--- config.mk ---
export PLATFORM = sky130hd
export DESIGN_NAME = pend_priority_encoder_flat
export DESIGN_NICKNAME = d
export VERILOG_FILES = /design/src/rtl/pend_priority_encoder_if.sv /design/src/rtl/pend_priority_encoder.sv /design/src/flat_wrapper.sv
export SDC_FILE = /design/constraint.sdc
export NUM_CORES = 1
export LEC_CHECK = 0
export ABC_CLOCK_PERIOD_IN_PS = 4400
export CAP_MARGIN = 20
export CELL_PAD_IN_SITES_DETAIL_PLACEMENT = 1
export CELL_PAD_IN_SITES_GLOBAL_PLACEMENT = 1
export CORE_UTILIZATION = 31
export DETAILED_ROUTE_END_ITERATION = 16
export GPL_ROUTABILITY_DRIVEN = 0
export HOLD_SLACK_MARGIN = 0.02
export PLACE_DENSITY = 0.83
export SLEW_MARGIN = 20
export SYNTH_ARGS = -nofsm -noshare
export SYNTH_HDL_FRONTEND = slang
export SYNTH_SLANG_ARGS = --single-unit
--- constraint.sdc ---
create_clock -name clk -period 4.4 [get_ports clk]
set_clock_uncertainty 0.15 [all_clocks]
set_input_delay 0.44 -clock clk [delete_from_list [all_inputs] [get_ports clk]]
set_output_delay 0.44 -clock clk [all_outputs]
set_load 0.02 [all_outputs]
--- src/rtl/pend_priority_encoder_if.sv ---
// Event/issue bus between event sources, the pending priority encoder and its consumer.
// Signals:
//   req_in    event pulses, one bit per channel
//   mask      per-channel eligibility (1 = may be selected)
//   clr_all   synchronous clear of pending bits and output stage
//   out_idx   issued channel index
//   out_valid out_idx holds an issued channel
//   out_ready consumer accepts when out_valid && out_ready
//   pending   current pending register
//   overflow  one-cycle pulse: an event merged into an already pending bit
// Modports: slave = encoder, master = sources/consumer side.
interface pend_priority_encoder_if #(
    parameter int unsigned N     = 8,
    parameter int unsigned IDX_W = 3
) ();
    logic [N-1:0]     req_in;
    logic [N-1:0]     mask;
    logic             clr_all;
    logic [IDX_W-1:0] out_idx;
    logic             out_valid;
    logic             out_ready;
    logic [N-1:0]     pending;
    logic             overflow;

    modport slave (
        input  req_in, mask, clr_all, out_ready,
        output out_idx, out_valid, pending, overflow
    );

    modport master (
        output req_in, mask, clr_all, out_ready,
        input  out_idx, out_valid, pending, overflow
    );
endinterface

--- src/rtl/pend_priority_encoder.sv ---
// Registered pending-event priority encoder.
// Latches event pulses into a sticky pending register and issues one eligible channel index
// per cycle over a valid/ready handshake, by fixed MSB-first priority (RR_MODE=0) or
// round-robin (RR_MODE=1, last-served channel lowest priority).
// Ports:
//   clk    system clock, rising edge
//   rst_n  asynchronous active-low reset
//   bus    pend_priority_encoder_if slave modport (see interface header)
// IDX_W must equal $clog2(N).
module pend_priority_encoder #(
    parameter int unsigned N       = 8,
    parameter int unsigned IDX_W   = 3,
    parameter bit          RR_MODE = 1'b0
) (
    input  logic                    clk,
    input  logic                    rst_n,
    pend_priority_encoder_if.slave  bus
);

    logic [N-1:0]     pending_q, pending_d;
    logic [N-1:0]     cand, pop_vec;
    logic [IDX_W-1:0] idx_q, last_q;
    logic [IDX_W-1:0] sel, fix_sel, rr_sel, rr_start;
    logic [IDX_W:0]   rr_off, rr_sum;
    logic [2*N-1:0]   cand_rot;
    logic             valid_q, overflow_q, overflow_d;
    logic             any_cand, load_en;

    assign cand     = pending_q & bus.mask;
    assign any_cand = |cand;
    assign load_en  = !valid_q || bus.out_ready;

    // Fixed priority: highest set index wins (later loop iterations override earlier ones).
    always_comb begin
        fix_sel = '0;
        for (int i = 0; i < N; i++) begin
            if (cand[i]) fix_sel = IDX_W'(i);
        end
    end

    // Round-robin: rotate cand so the channel after last_q sits at bit 0, take the lowest
    // set bit, then map the offset back to a channel index modulo N.
    always_comb begin
        rr_start = (last_q == IDX_W'(N - 1)) ? '0 : last_q + 1'b1;
        cand_rot = {cand, cand} >> rr_start;
        rr_off   = '0;
        for (int i = N - 1; i >= 0; i--) begin
            if (cand_rot[i]) rr_off = (IDX_W + 1)'(i);
        end
        rr_sum = {1'b0, rr_start} + rr_off;
        if (rr_sum >= (IDX_W + 1)'(N)) begin
            rr_sel = IDX_W'(rr_sum - (IDX_W + 1)'(N));
        end else begin
            rr_sel = IDX_W'(rr_sum);
        end
    end

    assign sel = RR_MODE ? rr_sel : fix_sel;

    // Pop the selected channel when it is loaded; clr_all overrides the load entirely.
    always_comb begin
        pop_vec = '0;
        if (load_en && any_cand && !bus.clr_all) begin
            pop_vec = N'(1) << sel;
        end
        // A new event wins over a pop of the same bit, so it is not lost.
        pending_d  = bus.clr_all ? '0 : ((pending_q & ~pop_vec) | bus.req_in);
        overflow_d = !bus.clr_all && |(bus.req_in & pending_q & ~pop_vec);
    end

    always_ff @(posedge clk or negedge rst_n) begin
        if (!rst_n) begin
            pending_q  <= '0;
            valid_q    <= 1'b0;
            idx_q      <= '0;
            overflow_q <= 1'b0;
            last_q     <= IDX_W'(N - 1);
        end else begin
            pending_q  <= pending_d;
            overflow_q <= overflow_d;
            if (bus.clr_all) begin
                valid_q <= 1'b0;
            end else if (load_en) begin
                valid_q <= any_cand;
                if (any_cand) begin
                    idx_q <= sel;
                    if (RR_MODE) last_q <= sel;
                end
            end
        end
    end

    assign bus.out_idx   = idx_q;
    assign bus.out_valid = valid_q;
    assign bus.pending   = pending_q;
    assign bus.overflow  = overflow_q;

endmodule

--- src/flat_wrapper.sv ---
// flat-port wrapper written by rule: the top's interface ports become plain ports
module pend_priority_encoder_flat 
#(
    parameter int unsigned N       = 8,
    parameter int unsigned IDX_W   = 3,
    parameter bit          RR_MODE = 1'b0
)
  (clk, rst_n, bus_req_in, bus_mask, bus_clr_all, bus_out_ready, bus_out_idx, bus_out_valid, bus_pending, bus_overflow);
  pend_priority_encoder_if #(.N(N), .IDX_W(IDX_W)) bus_i ();
  input  logic clk;
  input  logic rst_n;
  input wire logic [$bits(bus_i.req_in)-1:0] bus_req_in;
  input wire logic [$bits(bus_i.mask)-1:0] bus_mask;
  input wire logic [$bits(bus_i.clr_all)-1:0] bus_clr_all;
  input wire logic [$bits(bus_i.out_ready)-1:0] bus_out_ready;
  output wire logic [$bits(bus_i.out_idx)-1:0] bus_out_idx;
  output wire logic [$bits(bus_i.out_valid)-1:0] bus_out_valid;
  output wire logic [$bits(bus_i.pending)-1:0] bus_pending;
  output wire logic [$bits(bus_i.overflow)-1:0] bus_overflow;
  assign bus_i.req_in = bus_req_in;
  assign bus_i.mask = bus_mask;
  assign bus_i.clr_all = bus_clr_all;
  assign bus_i.out_ready = bus_out_ready;
  assign bus_out_idx = bus_i.out_idx;
  assign bus_out_valid = bus_i.out_valid;
  assign bus_pending = bus_i.pending;
  assign bus_overflow = bus_i.overflow;
  pend_priority_encoder #(.N(N), .IDX_W(IDX_W), .RR_MODE(RR_MODE)) u_core (.clk(clk), .rst_n(rst_n), .bus(bus_i));
endmodule
# Word level (Yosys, flattened, before mapping)
# Cells that the tools add are included.
dict set report op_classes {
  shift 1
  n_mux 11
  bitwise_logic 7
  n_reduce_logical 10
}
# op count
set op_table {}
lappend op_table {{8-bit bitwise AND} 4}
lappend op_table {{3-bit two-way mux} 6}
lappend op_table {{8-bit two-way mux} 2}
lappend op_table {{8-bit OR reduction} 2}
lappend op_table {{8-bit NOT} 1}
lappend op_table {{8-bit OR} 1}
lappend op_table {{1-bit by 3-bit << shifter with 8-bit output, first input constant} 1}
lappend op_table {{1-bit logical AND} 3}
lappend op_table {{1-bit two-way mux} 3}
lappend op_table {{3-bit AND reduction} 1}
lappend op_table {{1-bit zero test} 2}
lappend op_table {{2-bit nonzero test} 1}
lappend op_table {{1-bit logical OR} 1}
lappend op_table {{1-bit NOT} 1}
dict set report word_totals {
  register_bits 13
  output_inout_bits 13
  elab_cells 33
}

# Depth between registers and ports, before layout
# Gate-level depths: netlist (run 1).
dict set report logic_depth {
  depth_word 14
  mapped_depth 6
  ltp_nobuf 6
}

# Worst setup path before layout (run 1)
# No wires, ideal clock.
dict set report synth_path {
  path_kind {register -> register}
  startpoint {reg u_core.pending_q[7], in the netlist u_core.bus.pending[7]}
  endpoint {reg u_core.overflow_q, in the netlist u_core.bus.overflow}
  setup_time_ns 0.138
  arrival_ns 1.687
  t_required_ns 4.112
  path_slack_ns 2.425
  stages_incl_launch_ff 7
  n_path_buf 0
  period_less_slack_ns 1.975
  cell_sequence {dfrtp_1 a22o_4 nor3_4 nand2_2 a32o_1 a2111oi_2 a31oi_1}
}
dict set report synth_via {
  elab_chain_len 9
}
# item line
set synth_rtl {}
lappend synth_rtl {{from (decl)} pend_priority_encoder.sv:20} ;# logic [N-1:0] pending_q, pending_d;
lappend synth_rtl {{from (signal assigned)} pend_priority_encoder.sv:79} ;# pending_q <= pending_d;
lappend synth_rtl {{8-bit bitwise AND} pend_priority_encoder.sv:29} ;# assign cand = pending_q & bus.mask;
lappend synth_rtl {{8-bit OR reduction} pend_priority_encoder.sv:30} ;# assign any_cand = |cand;
lappend synth_rtl {{1-bit logical AND (2 in series)} pend_priority_encoder.sv:63} ;# if (load_en && any_cand && !bus.clr_all) begin
lappend synth_rtl {{8-bit two-way mux} pend_priority_encoder.sv:63}
lappend synth_rtl {{8-bit NOT} pend_priority_encoder.sv:68} ;# overflow_d = !bus.clr_all && |(bus.req_in & pending_q & ~pop_vec);
lappend synth_rtl {{8-bit bitwise AND *} pend_priority_encoder.sv:68}
lappend synth_rtl {{8-bit OR reduction *} pend_priority_encoder.sv:68}
lappend synth_rtl {{1-bit logical AND *} pend_priority_encoder.sv:68}
lappend synth_rtl {{net u_core.overflow_d} pend_priority_encoder.sv:26} ;# logic valid_q, overflow_q, overflow_d;
lappend synth_rtl {{to (signal assigned)} pend_priority_encoder.sv:80} ;# overflow_q <= overflow_d;
lappend synth_rtl {{to (decl)} pend_priority_encoder.sv:26}
# Mark *: on every way through the listed nets, which the timed path passes. The rest lies on a longest branch.
# A chain may end at the register's enable or synchronous reset.

# Final worst setup path (run 1)
dict set report layout_path {
  startpoint {in bus_clr_all}
  endpoint {reg u_core.overflow_q, in the netlist u_core.bus.overflow}
}
dict set report layout_via {
  elab_chain_len 7
}
# item line
set layout_rtl {}
lappend layout_rtl {{from (decl)} flat_wrapper.sv:14} ;# input wire logic [$bits(bus_i.clr_all)-1:0] bus_clr_all;
lappend layout_rtl {{1-bit zero test *} {pend_priority_encoder.sv:63, pend_priority_encoder.sv:68}}
lappend layout_rtl {{1-bit logical AND} pend_priority_encoder.sv:63}
lappend layout_rtl {{8-bit two-way mux} pend_priority_encoder.sv:63}
lappend layout_rtl {{8-bit NOT} pend_priority_encoder.sv:68}
lappend layout_rtl {{8-bit bitwise AND} pend_priority_encoder.sv:68}
lappend layout_rtl {{8-bit OR reduction} pend_priority_encoder.sv:68}
lappend layout_rtl {{1-bit logical AND *} pend_priority_encoder.sv:68}
lappend layout_rtl {{net u_core.overflow_d} pend_priority_encoder.sv:26}
# Marks and branches as above.

==> results of run 1 <==
[placed cells by master (no fill, tap or decap), types with 2 or more instances in the layout]
master           instances
clkbuf_4                 3
nor2_1                  11
a31oi_1                  3
dfrtp_1                 13
and3b_1                  2
and3_2                   2
a21oi_1                 12
clkdlybuf4s50_1         32
nand2_1                 10
nand3_1                  3
o21ai_0                  6
and2_1                   2
a22o_1                   3
nand2b_1                 3
[where the power goes]
group	switching (mW)	internal, mW	leakage (nW)	total (mW)
registers	0.0116	0.133	0.160	0.145
clock network	0.0406	0.0353	0.0150	0.0760
logic	0.0575	0.0608	0.281	0.118
total	0.110	0.230	0.456	0.339
[state kept, by name, indices dropped and copies added (netlist names)]
register / flops
u_core.bus.out_valid: 1
u_core.bus.pending: 8
u_core.bus.overflow: 1
u_core.bus.out_idx: 3
[logic make-up (layout without fill, tap and decap cells)]
logic type / Yosys count / in the layout / synth area share [%]
AOI/OAI and AO/OA: 30 / 30 / 27.29
muxes: 1 / 1 / 1.497
DFF: 13 / 13 / 43.26
and+or+nand+nor: 38 / 38 / 26.79
buffers and inverters: 1 / 36 / 1.165
[stage by stage]
step	util, %	instances	hold WS, ns	power [mW]	area [sq um]
after floorplan	-	83	-0.005591	0.2038	752.0
after detailed placement	48.72	142	0.3508	0.2661	1099
final	49.89	146	0.3599	0.3392	1125
after global placement	48.72	142	0.3401	0.2627	1099
after global routing	49.89	146	0.4036	0.3611	1125
after CTS	49.89	146	0.3698	0.3429	1125
[path summary, 6_finish.rpt]
| kind | from | end | slack, ns |
|---|---|---|---|
| setup reg to reg | u_core.bus.pending[7] | u_core.bus.overflow | 2.33 |
| setup / recovery | bus_clr_all | u_core.bus.overflow | 2.07 |
| hold / removal | u_core.bus.out_idx[0] | u_core.bus.out_idx[0] | 0.36 |
| min in group asynchronous | rst_n | u_core.bus.pending[1] | 0.39 |
| max in group asynchronous | rst_n | u_core.bus.pending[6] | 3.31 |
| hold reg to reg | u_core.bus.out_idx[0] | u_core.bus.out_idx[0] | 0.36 |
[routing by layer]
layer  vias to the layer above  track usage, %  wire length (um)
met5                         -               0                 0
met4                         0           7.658                42
met3                         7           6.250               127
met2                        25           33.11              1063
met1                       379           22.40               945
li1                        381               -                 -
[layout make-up]
type | instances | area, sq um | share of cell area, %
Tap cell | 28 | 35.03 | 3.115
Sequential cell | 13 | 325.3 | 28.92
Timing Repair Buffer | 32 | 320.3 | 28.48
Multi-Input combinational cell | 69 | 417.9 | 37.15
Clock buffer | 4 | 26.28 | 2.336
==> results by group, run 1 <==
Status
  – Status: complete, no violations

CTS
  – TritonCTS clock tree: done
  – Post-CTS setup buffer count: 0
  – CTS Hold Buffers Added: 0
  – Worst-Skew Late Latency: 0.29 ns
  – TritonCTS Sinks: 13
  – Reg clk slew, reported paths: 0.08 ns
  – Post-CTS Resized: 0
  – Num CTS Buffers: 3
  – CTS root buffer: clkbuf_4
  – H-tree levels: 1
  – Longest Clk Path Bufs: 2

Logic synthesis
  – Cell taking the most area after synthesis: dfrtp_1
  – Mapped Cells: 83
  – Count leader, synth: dfrtp_1
  – Warning count from the yosys run: 0
  – Area contributors post-synth: dfrtp_1, a21oi_1, nor2_1
  – Unique masters post-synth: 25
  – Mapped Nets: 103
  – Mapped cell area: 752.0 sq um
  – Post-synth EDFFs: 0
  – Post-synth top cells: dfrtp_1, a21oi_1, nor2_1
  – Synth Area per Inst: 9.060 sq um
  – Sequential share of the synthesized area: 43.26%
  – Predominant post-synthesis flop cell: dfrtp_1
  – #FFs+latches synth: 13
  – Ys async rst share: 100.0%
  – Top cell type's share of synthesized area: 43.26%

Drt
  – DR vias: 792
  – Routed Antenna Nets: 0
  – Wire per inst: 14.92 um
  – DRC viols: 0
  – Iteration-0 DRC Markers: 6
  – First-pass detailed-route iteration total: 4
  – WL final: 2.178 mm
  – Routed vias/inst: 5.425

Worst setup path
  – Critical path fanouts, max: 13
  – CP bufs+invs: 1
  – CP Depth: 6
  – Crit start category: primary input
  – Slowest CP cell: clkdlybuf4s50_1
  – CP Capture Type: flip-flop
  – Setup CP Type: primary input to flip-flop
  – Worst stage delay on the critical path: 0.68 ns
  – Depth of the most critical reg-to-reg path: 6
  – Delay-heaviest family, CP: compound AO/OA/AOI/OAI gates
  – Worst-path cell chain: clkdlybuf4s50_1 -> nor3_4 -> nand2_2 -> a32o_1 -> a2111oi_2 -> a31oi_1
  – Critical path data arrival time: 2.33 ns
  – Worst endpoint required time: 4.40 ns

Global route
  – Initial antenna violation count: 0
  – Largest net degree at the start of global routing: 14
  – First-pass GRT wire length: 3.739 mm
  – GRT Total Usage: 19.44%
  – Vias in the first global route: 853
  – Grt total ovfl: 0

Floorplan
  – DIE HEIGHT: 51.25 um
  – Die Wd: 51.25 um
  – Die Footprint: 2627 sq um
  – Num rows: 17
  – Initial cell density of the core: 33.35%
  – Core area: 2255 sq um
  – I/O pin cnt: 33

STA
  – Max-slew violations: 0
  – RSZ-0062 raised after global routing: no
  – Final Hold Vio Count: 0
  – Tmin final: 2.327 ns
  – Achievable Freq: 429.8 MHz
  – Slew HR: 57.95%
  – Worst Tran Pin Value: 0.6288 ns
  – Final Cycle Share: 52.88%
  – Final Worst Setup Slack: 2.073 ns
  – Setup TNS: 0 ns
  – # setup viols final: 0

Finish
  – Fillers: 272
  – Nets: 139
  – Layout cells sized above 1: 9.322%
  – Area delta synth->final: 49.58%
  – Ant. Diodes: 0

Placement
  – Dpl hpwl: 1.729 mm
  – Dpl ws: 1.756 ns
  – Count of input and output buffers: 32

Power
  – Cell Pwr Density: 301.6 nW/um^2
  – Leak: 0.4558 nW
  – Peak VDD IR: 0.0001806 V

Flow run
  – Max cap viols: 0

Min path
  – Hold path depth: 1
  – Hold crit path type: flip-flop to flip-flop
Note: power is estimated with default switching activity, not from simulation.
==> run 2, diff against run 1 <==
ABC_CLOCK_PERIOD_IN_PS = 2430   (was 4400)
CORE_UTILIZATION = 29   (was 31)
PLACE_DENSITY = 0.78   (was 0.83)
clock period = 2.43 ns   (was 4.4 ns; I/O delays follow)
==> run 2 against run 1 <==
Sequential power increased by 81%. Core utilization decreased by 3.0 points. Total power increased by 81%. Global-route usage increased by 0.11 points. Register-to-register slack got worse by 2.0 ns. Non-clock buffer count increased by 3. First-iteration DRC count increased by 17%.
==> results by group, run 2 (synthesis gave the netlist of run 1 again) <==
Status
  – Status: complete, no violations

STA
  – Slew HR: 59.74% (+1.8 points)
  – RSZ-0062 raised after global routing: no
  – Max-slew violations: 0 (unchanged)
  – Setup TNS: 0 ns (unchanged)
  – Achievable Freq: 482.0 MHz
  – Final Hold Vio Count: 0 (unchanged)
  – # setup viols final: 0 (unchanged)
  – Worst Tran Pin Value: 0.6019 ns (-0.02687 ns)
  – Final Cycle Share: 85.38%
  – Final Worst Setup Slack: 0.3554 ns (-1.718 ns)
  – Tmin final: 2.075 ns

Worst setup path
  – Critical path fanouts, max: 6 (-7)
  – Worst-path cell chain: clkdlybuf4s50_1 -> a22o_4 -> nor3_4 -> nand2_2 -> a32o_1 -> a2111oi_2 -> a31oi_1
  – Worst endpoint required time: 2.43 ns (-1.97 ns)
  – Slowest CP cell: clkdlybuf4s50_1
  – Reg2reg start: u_core.bus.pending[7]
  – Worst stage delay on the critical path: 0.48 ns (-0.20 ns)
  – Setup CP Type: primary input to flip-flop
  – Crit start category: primary input
  – Critical path data arrival time: 2.07 ns (-0.26 ns)
  – CP bufs+invs: 1 (unchanged)
  – CP Capture Type: flip-flop
  – Delay-heaviest family, CP: compound AO/OA/AOI/OAI gates
  – Crit path from: bus_mask[7]

CTS
  – Longest Clk Path Bufs: 2 (unchanged)
  – Num CTS Buffers: 3 (unchanged)
  – Post-CTS Resized: 0 (unchanged)
  – Reg clk slew, reported paths: 0.08 ns (about the same)
  – CTS Hold Buffers Added: 0 (unchanged)
  – TritonCTS clock tree: done
  – CTS root buffer: clkbuf_4
  – H-tree levels: 1 (unchanged)
  – Worst-Skew Late Latency: 0.27 ns (-0.02 ns)
  – TritonCTS Sinks: 13 (unchanged)
  – Post-CTS setup buffer count: 0 (unchanged)

Global route
  – Initial antenna violation count: 0 (unchanged)
  – Largest net degree at the start of global routing: 14 (unchanged)
  – Grt total ovfl: 0 (unchanged)
  – Vias in the first global route: 872 (+2.2%)
  – GRT Total Usage: 19.55% (+0.11 points)
  – First-pass GRT wire length: 3.926 mm (+5.0%)

Power
  – Peak VDD IR: 0.0002906 V (+61%)
  – Leak: 0.4700 nW (+3.1%)
  – Cell Pwr Density: 535.2 nW/um^2 (+77%)

Drt
  – First-pass detailed-route iteration total: 4 (unchanged)
  – Routed vias/inst: 5.212 (-3.9%)
  – Iteration-0 DRC Markers: 7 (+1)
  – Wire per inst: 15.21 um (+2.0%)
  – DR vias: 787 (-0.63%)
  – Routed Antenna Nets: 0 (unchanged)
  – WL final: 2.297 mm (+5.5%)
  – DRC viols: 0 (unchanged)

Floorplan
  – DIE HEIGHT: 52.92 um (+3.3%)
  – Core area: 2455 sq um (+8.9%)
  – Num rows: 18 (+1)
  – Die Footprint: 2801 sq um (+6.6%)
  – Initial cell density of the core: 30.63% (-2.7 points)
  – Die Wd: 52.92 um (+3.3%)
  – I/O pin cnt: 33 (unchanged)

Finish
  – Commonest non-fill, non-tap cell in the layout: clkdlybuf4s50_1
  – Number of flip-flops in the largest register: 8 (unchanged)
  – Ant. Diodes: 0 (unchanged)
  – Finished Layout Cells: 151 (+3.4%)
  – Layout cells sized above 1: 11.57% (+2.2 points)
  – Multi-input gate area: 417.9 sq um (unchanged)
  – Fillers: 296 (+8.8%)
  – Final core occ: 46.84% (-3.0 points)
  – Nets: 142 (+2.2%)
  – Most frequent cells in the layout: clkdlybuf4s50_1, dfrtp_1, a21oi_1
  – Area delta synth->final: 52.91%
  – FF/Latch Area: 325.3 sq um (unchanged)

Placement
  – Dpl ws: 0.08801 ns (-1.668 ns)
  – Dpl hpwl: 1.902 mm (+10%)
  – Cell count after placement: 147 (+3.5%)
  – Count of input and output buffers: 32 (unchanged)

Flow run
  – Max cap viols: 0 (unchanged)

Min path
  – Hold crit path type: primary input to asynchronous set/reset pin
run 2: cell count changes in the layout (fill, tap and decap cells not counted), sizes merged:
cell  previous run  this run
buf              0         3
run 2: worst paths after layout:
path,endpoint,slack (ns),cells past startpoint
setup / recovery,u_core.bus.overflow,0.36,7
hold / removal,u_core.bus.pending[3],0.19,1
setup reg to reg,u_core.bus.overflow,0.36,6
hold reg to reg,u_core.bus.out_idx[1],0.36,2
max in group asynchronous,u_core.bus.pending[6],1.55,1
min in group clk,u_core.bus.out_idx[1],0.36,2
run 2: cell type report:
| type | instances | area share (%) |
|---|---|---|
| multi-input combinational | 69 | 36.34 |
| tap | 30 | 3.264 |
| clock buffer | 4 | 2.285 |
| timing repair buffer | 35 | 29.82 |
| sequential | 13 | 28.29 |
run 2: metrics by stage:
step                area [sq um]  hold WS (ns)  power, mW
floorplan                  752.0       -0.2026     0.3690
global placement            1124        0.3394     0.4810
detailed placement          1124        0.3460     0.4862
CTS                         1150        0.2181     0.6218
global route                1150        0.2191     0.6587
finish                      1150        0.1904     0.6154
run 2: worst reg2reg max path: stages (launching register included):
cell and delay (ns):
dfrtp_1 0.44, a22o_4 0.30, nor3_4 0.23, nand2_2 0.10, a32o_1 0.22, a2111oi_2 0.37, a31oi_1 0.12
run 2: power breakdown:
| group | internal, mW | switching (mW) | total, mW |
|---|---|---|---|
| combinational | 0.114 | 0.105 | 0.219 |
| sequential | 0.242 | 0.0203 | 0.262 |
| clock | 0.0636 | 0.0715 | 0.135 |
| total | 0.419 | 0.196 | 0.615 |
run 2: metal layers:
| metal | vias to the layer above | GRT usage (%) | share of wire, % | wire, um |
|---|---|---|---|---|
| met5 | - | 0 | 0 | 0 |
| met4 | 0 | 5.263 | 1.1 | 25 |
| met3 | 4 | 5.460 | 5.7 | 132 |
| met2 | 29 | 35.02 | 51 | 1177 |
| met1 | 367 | 22.50 | 42 | 962 |
| li1 | 387 | - | - | - |
